[config.mk]
export PLATFORM = sky130hd
export DESIGN_NAME = id_ex_stage_flat
export DESIGN_NICKNAME = d
export VERILOG_FILES = /design/src/rtl/pipe_pkg.sv /design/src/rtl/id_ex_stage_if.sv /design/src/rtl/id_ex_stage_load_use_detect.sv /design/src/rtl/id_ex_stage.sv /design/src/flat_wrapper.sv
export SDC_FILE = /design/constraint.sdc
export NUM_CORES = 1
export LEC_CHECK = 0
export BUFFER_PORTS_ARGS = -buffer_cell sky130_fd_sc_hd__buf_2
export CAP_MARGIN = 20
export CORE_MARGIN = 2
export CORE_UTILIZATION = 28
export DETAILED_ROUTE_END_ITERATION = 8
export PLACE_DENSITY = 0.61
export SETUP_SLACK_MARGIN = 0.3
export SLEW_MARGIN = 20
export SYNTH_ARGS = -nofsm -noshare
export SYNTH_HDL_FRONTEND = slang
export SYNTH_SLANG_ARGS = --single-unit
[constraint.sdc]
create_clock -name clk -period 1.7 [get_ports clk]
set_clock_uncertainty 0.1 [all_clocks]
set_input_delay 0.085 -clock clk [delete_from_list [all_inputs] [get_ports clk]]
set_output_delay 0.085 -clock clk [all_outputs]
set_load 0.005 [all_outputs]
[src/rtl/pipe_pkg.sv]
// Shared definitions for the ID/EX pipeline register slice: widths, the
// bubble destination, the EX-side register bundle and the per-edge action.
package pipe_pkg;

    localparam int DATA_W = 32;
    localparam int REG_W  = 4;
    localparam int CTRL_W = 8;
    localparam int CNT_W  = 3;

    // Register 0 is reserved as the bubble destination so that a bubble
    // can never be mistaken for a forwarding source.
    localparam logic [REG_W-1:0] BUBBLE_DEST = 4'd0;

    // Everything EX needs from one decoded instruction.
    typedef struct packed {
        logic              valid;
        logic              we;
        logic              is_load;
        logic [REG_W-1:0]  r2;
        logic [REG_W-1:0]  r3;
        logic [REG_W-1:0]  dest;
        logic [DATA_W-1:0] r2_val;
        logic [DATA_W-1:0] r3_val;
        logic [DATA_W-1:0] imm;
        logic [CTRL_W-1:0] ctrl;
    } id_ex_t;

    // What the EX register does at the next clock edge.
    typedef enum logic [1:0] {
        ACT_LOAD   = 2'd0,
        ACT_BUBBLE = 2'd1,
        ACT_HOLD   = 2'd2
    } ex_action_e;

    // A bubble: not valid, never writes, never a load, parked on BUBBLE_DEST.
    function automatic id_ex_t make_bubble();
        id_ex_t b;
        b      = '0;
        b.dest = BUBBLE_DEST;
        return b;
    endfunction

endpackage

[src/rtl/id_ex_stage_if.sv]
// Bus between the decode front end and the ID/EX register: decoded ID
// fields and pipeline controls in, registered EX fields and stall out.
interface id_ex_stage_if;
    import pipe_pkg::*;

    logic              id_valid;
    logic [REG_W-1:0]  id_r2;
    logic [REG_W-1:0]  id_r3;
    logic              id_r2_used;
    logic              id_r3_used;
    logic [DATA_W-1:0] id_r2_val;
    logic [DATA_W-1:0] id_r3_val;
    logic [DATA_W-1:0] id_imm;
    logic [REG_W-1:0]  id_dest;
    logic              id_we;
    logic              id_is_load;
    logic [CTRL_W-1:0] id_ctrl;
    logic              flush;
    logic              mem_hold;

    logic              ex_valid;
    logic              ex_we;
    logic              ex_is_load;
    logic [REG_W-1:0]  ex_r2;
    logic [REG_W-1:0]  ex_r3;
    logic [REG_W-1:0]  ex_dest;
    logic [DATA_W-1:0] ex_r2_val;
    logic [DATA_W-1:0] ex_r3_val;
    logic [DATA_W-1:0] ex_imm;
    logic [CTRL_W-1:0] ex_ctrl;
    logic              stall;

    // Front end side: supplies ID fields and controls, observes EX and stall.
    modport master (
        output id_valid, id_r2, id_r3, id_r2_used, id_r3_used,
               id_r2_val, id_r3_val, id_imm, id_dest, id_we, id_is_load,
               id_ctrl, flush, mem_hold,
        input  ex_valid, ex_we, ex_is_load, ex_r2, ex_r3, ex_dest,
               ex_r2_val, ex_r3_val, ex_imm, ex_ctrl, stall
    );

    // Pipeline register side.
    modport slave (
        input  id_valid, id_r2, id_r3, id_r2_used, id_r3_used,
               id_r2_val, id_r3_val, id_imm, id_dest, id_we, id_is_load,
               id_ctrl, flush, mem_hold,
        output ex_valid, ex_we, ex_is_load, ex_r2, ex_r3, ex_dest,
               ex_r2_val, ex_r3_val, ex_imm, ex_ctrl, stall
    );

endinterface

[src/rtl/id_ex_stage_load_use_detect.sv]
// Load-use hazard detector: the ID instruction reads a register that the
// load currently in EX has not yet produced.
module load_use_detect
    import pipe_pkg::*;
(
    input  logic             id_valid,
    input  logic [REG_W-1:0] id_r2,
    input  logic [REG_W-1:0] id_r3,
    input  logic             id_r2_used,
    input  logic             id_r3_used,
    input  logic             ex_valid,
    input  logic             ex_we,
    input  logic             ex_is_load,
    input  logic [REG_W-1:0] ex_dest,
    output logic             haz
);

    logic r2_hit;
    logic r3_hit;
    logic ex_pending_load;

    // A hit on either source (or both) is one hazard; unused sources never match.
    always_comb begin
        r2_hit          = id_r2_used & (id_r2 == ex_dest);
        r3_hit          = id_r3_used & (id_r3 == ex_dest);
        ex_pending_load = ex_valid & ex_is_load & ex_we;
        haz             = id_valid & ex_pending_load & (r2_hit | r3_hit);
    end

endmodule

[src/rtl/id_ex_stage.sv]
// ID/EX pipeline register. Captures decoded operands and control into EX,
// inserts LOAD_LAT bubbles on a load-use hazard while stalling the front
// end, and obeys branch flush and memory hold.
module id_ex_stage
    import pipe_pkg::*;
#(
    parameter int LOAD_LAT = 1
) (
    input logic          clk,
    input logic          rst,
    id_ex_stage_if.slave bus
);

    localparam logic [CNT_W-1:0] CNT_RELOAD = CNT_W'(LOAD_LAT - 1);

    id_ex_t           ex_q;
    id_ex_t           id_in;
    logic [CNT_W-1:0] cnt_q;
    logic [CNT_W-1:0] cnt_d;
    ex_action_e       action;
    logic             haz_raw;
    logic             haz;
    logic             cnt_busy;

    load_use_detect u_detect (
        .id_valid   (bus.id_valid),
        .id_r2      (bus.id_r2),
        .id_r3      (bus.id_r3),
        .id_r2_used (bus.id_r2_used),
        .id_r3_used (bus.id_r3_used),
        .ex_valid   (ex_q.valid),
        .ex_we      (ex_q.we),
        .ex_is_load (ex_q.is_load),
        .ex_dest    (ex_q.dest),
        .haz        (haz_raw)
    );

    // Gather the ID fields into the same bundle layout as the EX register.
    always_comb begin
        id_in         = '0;
        id_in.valid   = bus.id_valid;
        id_in.we      = bus.id_we;
        id_in.is_load = bus.id_is_load;
        id_in.r2      = bus.id_r2;
        id_in.r3      = bus.id_r3;
        id_in.dest    = bus.id_dest;
        id_in.r2_val  = bus.id_r2_val;
        id_in.r3_val  = bus.id_r3_val;
        id_in.imm     = bus.id_imm;
        id_in.ctrl    = bus.id_ctrl;
    end

    // Edge priority: flush, then memory hold, then an ongoing bubble run,
    // then a fresh hazard, otherwise a normal load.
    always_comb begin
        cnt_busy = (cnt_q != '0);
        haz      = haz_raw & ~cnt_busy;
        action   = ACT_LOAD;
        cnt_d    = cnt_q;
        if (bus.flush) begin
            action = ACT_BUBBLE;
            cnt_d  = '0;
        end else if (bus.mem_hold) begin
            action = ACT_HOLD;
        end else if (cnt_busy) begin
            action = ACT_BUBBLE;
            cnt_d  = cnt_q - 3'd1;
        end else if (haz) begin
            action = ACT_BUBBLE;
            cnt_d  = CNT_RELOAD;
        end
        bus.stall = ~bus.flush & (bus.mem_hold | cnt_busy | haz);
    end

    // EX register and remaining-bubble counter; reset wins over everything.
    always_ff @(posedge clk) begin
        if (rst) begin
            ex_q  <= make_bubble();
            cnt_q <= '0;
        end else begin
            cnt_q <= cnt_d;
            case (action)
                ACT_LOAD:   ex_q <= id_in;
                ACT_BUBBLE: ex_q <= make_bubble();
                default:    ex_q <= ex_q;
            endcase
        end
    end

    // Registered EX view for the forwarding unit and the ALU.
    always_comb begin
        bus.ex_valid   = ex_q.valid;
        bus.ex_we      = ex_q.we;
        bus.ex_is_load = ex_q.is_load;
        bus.ex_r2      = ex_q.r2;
        bus.ex_r3      = ex_q.r3;
        bus.ex_dest    = ex_q.dest;
        bus.ex_r2_val  = ex_q.r2_val;
        bus.ex_r3_val  = ex_q.r3_val;
        bus.ex_imm     = ex_q.imm;
        bus.ex_ctrl    = ex_q.ctrl;
    end

endmodule

[src/flat_wrapper.sv]
// flat-port wrapper written by rule: the top's interface ports become plain ports
module id_ex_stage_flat import pipe_pkg::*;
#(
    parameter int LOAD_LAT = 1
)
  (clk, rst, bus_id_valid, bus_id_r2, bus_id_r3, bus_id_r2_used, bus_id_r3_used, bus_id_r2_val, bus_id_r3_val, bus_id_imm, bus_id_dest, bus_id_we, bus_id_is_load, bus_id_ctrl, bus_flush, bus_mem_hold, bus_ex_valid, bus_ex_we, bus_ex_is_load, bus_ex_r2, bus_ex_r3, bus_ex_dest, bus_ex_r2_val, bus_ex_r3_val, bus_ex_imm, bus_ex_ctrl, bus_stall);
  id_ex_stage_if bus_i ();
  input logic clk;
  input logic rst;
  input wire logic [$bits(bus_i.id_valid)-1:0] bus_id_valid;
  input wire logic [$bits(bus_i.id_r2)-1:0] bus_id_r2;
  input wire logic [$bits(bus_i.id_r3)-1:0] bus_id_r3;
  input wire logic [$bits(bus_i.id_r2_used)-1:0] bus_id_r2_used;
  input wire logic [$bits(bus_i.id_r3_used)-1:0] bus_id_r3_used;
  input wire logic [$bits(bus_i.id_r2_val)-1:0] bus_id_r2_val;
  input wire logic [$bits(bus_i.id_r3_val)-1:0] bus_id_r3_val;
  input wire logic [$bits(bus_i.id_imm)-1:0] bus_id_imm;
  input wire logic [$bits(bus_i.id_dest)-1:0] bus_id_dest;
  input wire logic [$bits(bus_i.id_we)-1:0] bus_id_we;
  input wire logic [$bits(bus_i.id_is_load)-1:0] bus_id_is_load;
  input wire logic [$bits(bus_i.id_ctrl)-1:0] bus_id_ctrl;
  input wire logic [$bits(bus_i.flush)-1:0] bus_flush;
  input wire logic [$bits(bus_i.mem_hold)-1:0] bus_mem_hold;
  output wire logic [$bits(bus_i.ex_valid)-1:0] bus_ex_valid;
  output wire logic [$bits(bus_i.ex_we)-1:0] bus_ex_we;
  output wire logic [$bits(bus_i.ex_is_load)-1:0] bus_ex_is_load;
  output wire logic [$bits(bus_i.ex_r2)-1:0] bus_ex_r2;
  output wire logic [$bits(bus_i.ex_r3)-1:0] bus_ex_r3;
  output wire logic [$bits(bus_i.ex_dest)-1:0] bus_ex_dest;
  output wire logic [$bits(bus_i.ex_r2_val)-1:0] bus_ex_r2_val;
  output wire logic [$bits(bus_i.ex_r3_val)-1:0] bus_ex_r3_val;
  output wire logic [$bits(bus_i.ex_imm)-1:0] bus_ex_imm;
  output wire logic [$bits(bus_i.ex_ctrl)-1:0] bus_ex_ctrl;
  output wire logic [$bits(bus_i.stall)-1:0] bus_stall;
  assign bus_i.id_valid = bus_id_valid;
  assign bus_i.id_r2 = bus_id_r2;
  assign bus_i.id_r3 = bus_id_r3;
  assign bus_i.id_r2_used = bus_id_r2_used;
  assign bus_i.id_r3_used = bus_id_r3_used;
  assign bus_i.id_r2_val = bus_id_r2_val;
  assign bus_i.id_r3_val = bus_id_r3_val;
  assign bus_i.id_imm = bus_id_imm;
  assign bus_i.id_dest = bus_id_dest;
  assign bus_i.id_we = bus_id_we;
  assign bus_i.id_is_load = bus_id_is_load;
  assign bus_i.id_ctrl = bus_id_ctrl;
  assign bus_i.flush = bus_flush;
  assign bus_i.mem_hold = bus_mem_hold;
  assign bus_ex_valid = bus_i.ex_valid;
  assign bus_ex_we = bus_i.ex_we;
  assign bus_ex_is_load = bus_i.ex_is_load;
  assign bus_ex_r2 = bus_i.ex_r2;
  assign bus_ex_r3 = bus_i.ex_r3;
  assign bus_ex_dest = bus_i.ex_dest;
  assign bus_ex_r2_val = bus_i.ex_r2_val;
  assign bus_ex_r3_val = bus_i.ex_r3_val;
  assign bus_ex_imm = bus_i.ex_imm;
  assign bus_ex_ctrl = bus_i.ex_ctrl;
  assign bus_stall = bus_i.stall;
  id_ex_stage #(.LOAD_LAT(LOAD_LAT)) u_core (.clk(clk), .rst(rst), .bus(bus_i));
endmodule
# Word-level counts from Yosys, hierarchy flattened
# Index checks and enable logic that the tools add are counted.
# totals
ff_bits	122
inputBits	125
# op_classes
add_sub_neg	1
eq_ne	3
n_mux	7
bitwise_logic	14
reduce_logical	6
# ops
op	count
$pmux W119 S2	1
$and A1 B1 Y1	8
$eq A4 B4 Y1	2
$mux W2	3
$mux W3	2
$reduce_bool A2 Y1	2
$not A1 Y1	3
$or A1 B1 Y1	3
$reduce_bool A3 Y1	1
$sub A3 B1 Y3 const B	1
$eq A2 B1 Y1 const B	1
$logic_not A2 Y1	1
$reduce_and A2 Y1	1
$reduce_or A2 Y1	1
$mux W1	1

# Depth between registers and ports, before layout
# Gate-level depths: netlist of the first run.
# logic_depth
ltp_word	11
mapped_depth	6
ltp_nobuf	4

# Cells and area by module
# Synthesis of the first run repeated with hierarchy kept, for this count alone.
# unflattened
cells_unflattened	309
hier_area_um2	3883.7
# modules_own_cells
mod	instances	cells_per_inst	area_per_inst_um2
id_ex_stage	1	295	3778.6
load_use_detect	1	14	105.1

# Worst setup path after synthesis of the first run
# Ideal clock, no wire load.
# synth_timing
path_kind	register -> register
startpoint	reg u_core.ex_q, in the netlist u_core.bus.ex_is_load
endpoint	reg u_core.ex_q, in the netlist u_core.bus.ex_ctrl[0]
setup_ns	0.115
arrival_time_ns	1.356
required_ns	1.485
slack_ns	0.129
stages_incl_launch_ff	7
cell_sequence	dfxtp_1 and4_1 nand2_2 o32ai_4 buf_12 buf_12 o21ai_2
# synth_via
elab_chain_cells	11
word_cells_on_any_way	13
classes_between	1 x eq/ne; 5 x mux; 5 x bitwise; 2 x reduce/logical
# synth_lines
element	line	rtl
start, declared	id_ex_stage.sv:16	id_ex_t ex_q;
start signal, assigned	id_ex_stage.sv:78	ex_q <= make_bubble();
start signal, assigned	id_ex_stage.sv:83	ACT_LOAD: ex_q <= id_in;
start signal, assigned	id_ex_stage.sv:84	ACT_BUBBLE: ex_q <= make_bubble();
$and A1 B1 Y1 * (2 in a row)	id_ex_stage_load_use_detect.sv:26	ex_pending_load = ex_valid & ex_is_load & ex_we;
$and A1 B1 Y1 * (2 in a row)	id_ex_stage_load_use_detect.sv:27	haz = id_valid & ex_pending_load & (r2_hit | r3_hit);
$and A1 B1 Y1 *	id_ex_stage.sv:57	haz = haz_raw & ~cnt_busy;
$mux W1 *	id_ex_stage.sv:68	end else if (haz) begin
$mux W2 *	id_ex_stage.sv:65	end else if (cnt_busy) begin
$mux W2 *	id_ex_stage.sv:63	end else if (bus.mem_hold) begin
$mux W2 *	id_ex_stage.sv:60	if (bus.flush) begin
$eq A2 B1 Y1 / $logic_not A2 Y1 (equally long branches)	id_ex_stage.sv:82	case (action)
$pmux W119 S2 / $reduce_bool A2 Y1 (equally long branches)	-	
# Every way passes the cells marked *; elsewhere a longest branch is shown, timed or not.
# A chain may end at the register's enable or synchronous reset.

# Worst setup path after layout of the first run
# layout_timing
startpoint	reg u_core.ex_q, in the netlist u_core.bus.ex_valid
endpoint	out bus_stall
# layout_via
elab_chain_cells	7
# layout_lines
element	line	rtl
$and A1 B1 Y1 (2 in a row)	id_ex_stage_load_use_detect.sv:26	
$and A1 B1 Y1 (2 in a row)	id_ex_stage_load_use_detect.sv:27	
$and A1 B1 Y1	id_ex_stage.sv:57	
$or A1 B1 Y1	id_ex_stage.sv:72	bus.stall = ~bus.flush & (bus.mem_hold | cnt_busy | haz);
$and A1 B1 Y1	id_ex_stage.sv:72	
end, declared	flat_wrapper.sv:34	output wire logic [$bits(bus_i.stall)-1:0] bus_stall;
# No other way between the ends.

==> results.md, run 1 <==
* Status: finished, violations left
* Failing checks: negative setup slack
* Hold Crit Depth at 5
* Number of synthesized flops with an enable pin at 0
* Initial antenna violation count at 3
* RePlAce Congestion at between 0.7 and 0.8
* Slowest CP cell: o32a_1
* Average cell area after synthesis at roughly 9.2 µm²
* I/O pin count at between 200 and 250
* WHS Endpoint: u_core.cnt_q[2]
* Post-Syn Instances at 575
* Measured slew at the worst slew-check pin at about 0.62 ns
* H-tree depth at 4
* P&R area growth vs syn at 74.02%
* Synth cell types at 23
* Clock share of power at 0.474
* Routed vias at between 5,000 and 6,000
* Synth cell count leaders: nand3_1 (238), dfxtp_1 (122), o21ai_2 (100)
* Lkg Pwr at roughly 4.0 nW
* Net Switching at about 1.8 mW
* DR WL/cell at approximately 16 µm
* Reg2reg start: u_core.bus.ex_valid
* CTS tree: yes
* F_max at around 530 MHz
* Worst R2R Path Depth at 8
* Area share of the largest cell type after synthesis at 0.4632
* Clk_lat worst skew at between 0.4 and 0.5 ns
* Setup violators final at about 120
* Slowest Stage Delay on Critical Path at between 0.3 and 0.4 ns
* Largest net degree at the start of global routing at about 120
* Critical Path, Cell by Cell: and4_4, nand2_4, o32a_1, a21oi_2, buf_2
* Clock sinks at 122
* Initial DRC Count at 241
* Worst EP required at roughly 1.5 ns
* Fin crit share at 1.118
* Final hold vios at 0
* Layout cells sized above 1 at 0.4738
* Arrival time worst endpoint at 1.72 ns
* Worst min path class: input pin to flop
* Die ar. at 19,940 µm²
* Core area at around 19,000 µm²
* Detail Placement HPWL at about 10 mm
* Primary FF master, synth: dfxtp_1
* Buffers on Ports at roughly 240
* Core Rows at 50
* Max-slew headroom at 0.5864
* Crit path kind: flop to output port
* Top cells by area, synth: dfxtp_1 (46%), nand3_1 (23%), o21ai_2 (17%)
* Seq pwr share at 0.403
* Critical R2R Capture: u_core.bus.ex_imm[26]
* Post-route ant nets at 0
* Overflow after GRT at 0
* Peak supply drop at around 0.66 mV
* Switching part of the total power at 0.2441
* Final WL at approximately 19 mm
* Asr flop ratio synth at 0
* Worst-path clk slew at around 0.060 ns
* Max clock buf depth at 2
* Final core occ at 0.4938
* Die height at between 100 and 150 µm
* Most frequent cell after synthesis: nand3_1
* Hold WS at between 0.07 and 0.08 ns
* Unrepaired setup endpoints after global routing: true
* Total track usage at 0.1783
* Seq/Total Area, Yosys at 0.4632
* Final WS setup at -0.2003 ns
* Power share of the combinational group at 0.123
* Vias in the first global route at 5,551
* DRC Markers at 0
* Worst reg2reg setup slack at -0.15 ns
* Clock root buffer: clkbuf_16
* Starting Density at 0.2838
* Final min period at between 1.5 and 2 ns
* Final net count at about 1,100
* Die Width at about 140 µm
* Syn Std Cell Area at 5273 µm²
* Worst setup SP type: flop
* Warnings, synthesis at 0
* Max-slew violations at 0
* Synthesized flop and latch total at 122
* Post-synth net total at 700
* First-pass GRT wire length at between 20 and 30 mm
* Num CTS Buffers at 17
* Vias/cell at about 4.8
* Crit Path Max Fanout at 3
* Drt pass-1 iters at 4
* Worst setup EP type: output port
* Pint at 5.624 mW
* Cell taking the most area after synthesis: dfxtp_1
* Hold Crit Start: rst
* Power Density at a little over 800 nW/µm²
* Max-cap violations at 0
-- worst max-delay path by stage --
| stage | from | end |
|---|---|---|
| 2_1_floorplan | u_core.bus.ex_dest[2] | u_core.bus.ex_dest[0] |
| 3_3_place_gp | u_core.bus.ex_dest[1] | u_core.bus.ex_r3_val[11] |
| 3_5_place_dp | u_core.bus.ex_dest[1] | u_core.bus.ex_r3_val[10] |
| 4_1_cts | u_core.bus.ex_dest[2] | bus_stall |
| 5_1_grt | u_core.bus.ex_we | bus_stall |
| 6_report | u_core.bus.ex_valid | bus_stall |
-- area by class of cell --
type / count / area [µm²]
Fill cell: 1720 / 9405
Clock buffer: 18 / 439.2
Clock inverter: 13 / 128.9
Sequential cell: 122 / 2456
Antenna cell: 2 / 5.005
Timing Repair Buffer: 416 / 3381
Multi-Input combinational cell: 387 / 2472
Tap cell: 234 / 292.8
-- routing by layer --
| layer | track usage | vias up | part of all wire |
|---|---|---|---|
| met5 | 0 | - | 0.00070 |
| li1 | - | 2809 | - |
| met4 | 0.08000 | 2 | 0.026 |
| met2 | 0.2982 | 188 | 0.50 |
| met3 | 0.05537 | 33 | 0.060 |
| met1 | 0.2098 | 2673 | 0.42 |
-- flip-flops by register name, summed over array words and instances (netlist names) --
name	flops
u_core.bus.ex_ctrl	8
u_core.bus.ex_dest	4
u_core.bus.ex_imm	32
u_core.bus.ex_is_load	1
u_core.bus.ex_r2	4
u_core.bus.ex_r2_val	32
u_core.bus.ex_r3	4
u_core.bus.ex_r3_val	32
u_core.bus.ex_valid	1
u_core.bus.ex_we	1
u_core.cnt_q	3
-- cell usage in the layout, fill, tap and decap left out, types with 4 or more instances in the layout --
cell	count
buf_2	243
nand3_1	238
dlygate4sd3_1	121
dfxtp_1	115
o21ai_2	110
clkbuf_16	23
buf_12	22
buf_4	11
o21ai_1	9
buf_16	8
nand2_1	6
clkinv_2	6
xnor2_1	5
dfxtp_2	5
clkinvlp_4	4
buf_6	4
-- power by group through the flow --
stage / sequential, mW / clock (mW) / combinational [mW]
5_1_grt: 3.01 / 3.74 / 0.991
3_5_place_dp: 3.06 / 0 / 0.670
3_3_place_gp: 3.06 / 0 / 0.665
2_1_floorplan: 3.07 / 0 / 0.306
4_1_cts: 3.00 / 3.61 / 0.898
6_report: 3.00 / 3.52 / 0.917
-- cell families after synthesis --
group / Yosys count / synth area share
compound gates: 126 / 0.1960
xor+xnor: 8 / 0.01329
buf+inv: 66 / 0.08661
flops: 122 / 0.4632
simple gates: 253 / 0.2409
-- repair_timing --
| item | 4_1_cts | 5_1_grt |
|---|---|---|
| pin swaps | 5 | 5 |
| hold buffers | 121 | 0 |
| gates cloned | 7 | 6 |
| setup buffers | 12 | 5 |
| endpoints found under the setup margin | 120 | 120 |
| endpoints found under the hold margin | 121 | 0 |
| gates resized for setup | 33 | 25 |
-- critical path: cells and delay by family (launching register included) --
family,cells,cell delay (ns)
flip-flops,1,0.34
buffers and inverters,1,0.13
AO/OA/AOI/OAI,2,0.53
AND/OR/NAND/NOR,2,0.30
-- per-stage QoR --
step	total power, mW	setup WS (ns)	TNS, ns	instance area, µm²	instances
6_report	7.440	-0.2003	-12.29	9175	1192
3_3_place_gp	3.726	-0.02510	-0.9862	6673	1008
4_1_cts	7.505	-0.1686	-10.63	8909	1179
2_1_floorplan	3.377	0.1954	0	5276	575
3_5_place_dp	3.731	-0.02765	-0.6125	6673	1008
5_1_grt	7.741	-0.2539	-20.06	9175	1192
Power figures use the tool's default switching activity.
==> run 2: changes to the inputs <==
--- a/config.mk
+++ b/config.mk
@@ -8,9 +8,9 @@
 export BUFFER_PORTS_ARGS = -buffer_cell sky130_fd_sc_hd__buf_2
 export CAP_MARGIN = 20
 export CORE_MARGIN = 2
-export CORE_UTILIZATION = 28
+export CORE_UTILIZATION = 30
 export DETAILED_ROUTE_END_ITERATION = 8
-export PLACE_DENSITY = 0.61
+export PLACE_DENSITY = 0.64
 export SETUP_SLACK_MARGIN = 0.3
 export SLEW_MARGIN = 20
 export SYNTH_ARGS = -nofsm -noshare
==> results.md, run 2 (synthesis gave the netlist of run 1 again) <==
* Status: finished, violations left
* Failing checks: negative setup slack
* Overflow after GRT at 0 (unchanged)
* Lkg Pwr at 4.191 nW (+4.5%)
* Sum of routed wire segments on met1 at 7.241 mm (-6.4%)
* Slowest CP cell: dfxtp_2
* Buffers on Ports at 244 (unchanged)
* DRC Markers at 0 (unchanged)
* Worst-path clk slew at 0.05 ns (about the same)
* Final net count at 1,091 (+2.1%)
* Top routing layer used: met4
* Max-slew violations at 0 (unchanged)
* RePlAce Congestion at 0.7455 (about the same)
* Die ar. at 18,650 µm² (-6.5%)
* Worst EP required at 1.51 ns (about the same)
* Final WL at 18.08 mm (-2.9%)
* I/O pin count at 245 (unchanged)
* Final WS setup at -0.2140 ns (-0.01370 ns)
* Slowest Stage Delay on Critical Path at 0.34 ns (-0.05 ns)
* Met3 Wirelength at 1.040 mm (-7.1%)
* F_max at 522.5 MHz (-0.72%)
* Initial antenna violation count at 3 (unchanged)
* Total track usage at 0.1898 (+0.01154)
* Num CTS Buffers at 17 (unchanged)
* Detail Placement HPWL at 10.28 mm (+0.47%)
* Worst min path class: input pin to flop
* Final min period at 1.914 ns (+0.01371 ns)
* Arrival time worst endpoint at 1.73 ns (about the same)
* Vias/cell at 4.764 (-0.46%)
* Routed vias at 5,750 (+0.79%)
* Setup violators final at 119 (+3.5%)
* Clk_lat worst skew at 0.42 ns (about the same)
* Met2 WL at 9.326 mm (+0.68%)
* Inst Count DP at 1,015 (+0.69%)
* Max-cap violations at 0 (unchanged)
* Most frequent cells in the layout: buf_2 (243), nand3_1 (238), dlygate4sd3_1 (121)
* Die Width at 136.6 µm (-3.3%)
* CTS tree: yes
* DR WL/cell at 14.98 µm (-4.1%)
* Commonest non-fill, non-tap cell in the layout: buf_2
* Worst setup EP type: output port
* Core area at 17,240 µm² (-7.2%)
* Post-route ant nets at 0 (unchanged)
* Final hold vios at 0 (unchanged)
* Layout Cells excl Fill at 1,207 (+1.3%)
* Layout cells sized above 1 at 0.4903 (+0.01645)
* Critical Path, Cell by Cell: and4_4, nand2_4, buf_6, o32a_1, a21oi_1, buf_2
* Crit Path Max Fanout at 2 (-1)
* First-pass GRT wire length at 27.52 mm (-3.0%)
* Peak supply drop at 0.6388 mV (-3.2%)
* P&R area growth vs syn at 79.71%
* Initial DRC Count at 268 (+11%)
* Crit path kind: flop to output port
* Clock sinks at 122 (unchanged)
* Clock root buffer: clkbuf_16
* Worst setup SP type: flop
* Measured slew at the worst slew-check pin at 0.5864 ns (-0.03397 ns)
* H-tree depth at 4 (unchanged)
* Power Density at 849.1 nW/µm² (+4.7%)
* Starting Density at 0.3059 (+0.02212)
* Largest net degree at the start of global routing at 124 (unchanged)
* Total power draw at 8.045 mW (+8.1%)
* Max clock buf depth at 2 (unchanged)
* Vias in the first global route at 5,604 (+0.95%)
* Drt pass-1 iters at 4 (unchanged)
* Fin crit share at 1.126 (+0.008062)
* Core Rows at 48 (-4.0%)
* Max-slew headroom at 0.6091 (+0.02265)
* Die height at 136.6 µm (-3.3%)
* Unrepaired setup endpoints after global routing: true
run 2: changes by cell type in the layout (fill, tap and decap cells not counted), moves of 2 or more:
cell,delta
buf_4,+4
buf_6,+15
buf_8,+8
bufinv_16,+4
clkbuf_16,-6
clkinv_2,-4
clkinv_4,+4
clkinvlp_4,-2
dfxtp_2,+2
dfxtp_4,-2
o21ai_1,-5
o21ai_2,+3
o21ai_4,+2
run 2: metal layers:
layer	track usage	up-vias
met5	0	-
met4	0.09375	0
met3	0.05370	30
met2	0.3397	177
met1	0.2040	2688
li1	-	2855
run 2: cell type report:
type                    instances  area (µm²)
flip-flops and latches        122        2451
clock buffers                  17       425.4
multi-input cells             387        2491
well taps                     225       281.5
diodes                          3       7.507
fillers                      1494        7761
repair buffers                438        3570
clock inverters                15       249.0
run 2: worst max-delay path, delay by kind of cell (launching register included):
| family | cells | cell delay (ns) |
|---|---|---|
| AOI/OAI and AO/OA | 2 | 0.42 |
| DFF | 1 | 0.34 |
| and+or+nand+nor | 2 | 0.30 |
| buffers and inverters | 2 | 0.24 |
run 2: repair_timing:
item | CTS | global route
endpoints found under the setup margin | 120 | 120
gates resized for setup | 64 | 23
hold buffers | 121 | 0
cloned | 9 | 0
pin swaps | 14 | 10
buffers inserted | 24 | 3
endpoints found under the hold margin | 121 | 0
run 2: stage by stage:
step	TNS, ns	area (µm²)	hold slack [ns]	setup WS, ns	utilization
2_1_floorplan	0	5276	0.09765	0.1954	-
3_3_place_gp	0	6794	0.2362	0.004790	0.3942
3_5_place_dp	-0.03817	6794	0.2436	-0.006228	0.3942
4_1_cts	-15.67	9319	0.06003	-0.2455	0.5407
5_1_grt	-26.08	9475	0.1039	-0.2878	0.5497
6_report	-16.63	9475	0.06927	-0.2140	0.5497
run 2: worst paths after layout:
check | from | end | slack (ns) | cells after the start
hold reg to reg | u_core.bus.ex_r3_val[29] | u_core.bus.ex_r3_val[29] | 0.36 | 2
setup reg to reg | u_core.bus.ex_valid | u_core.bus.ex_imm[6] | -0.19 | 10
setup / recovery | u_core.bus.ex_valid | bus_stall | -0.21 | 6
hold / removal | rst | u_core.cnt_q[2] | 0.07 | 5
run 2: power breakdown:
part           switching [mW]  internal (mW)  leakage (nW)  total (mW)
Sequential             0.0465           2.96         0.997        3.00
Clock                    1.36           2.75         0.323        4.11
Combinational           0.413          0.518          2.87       0.931
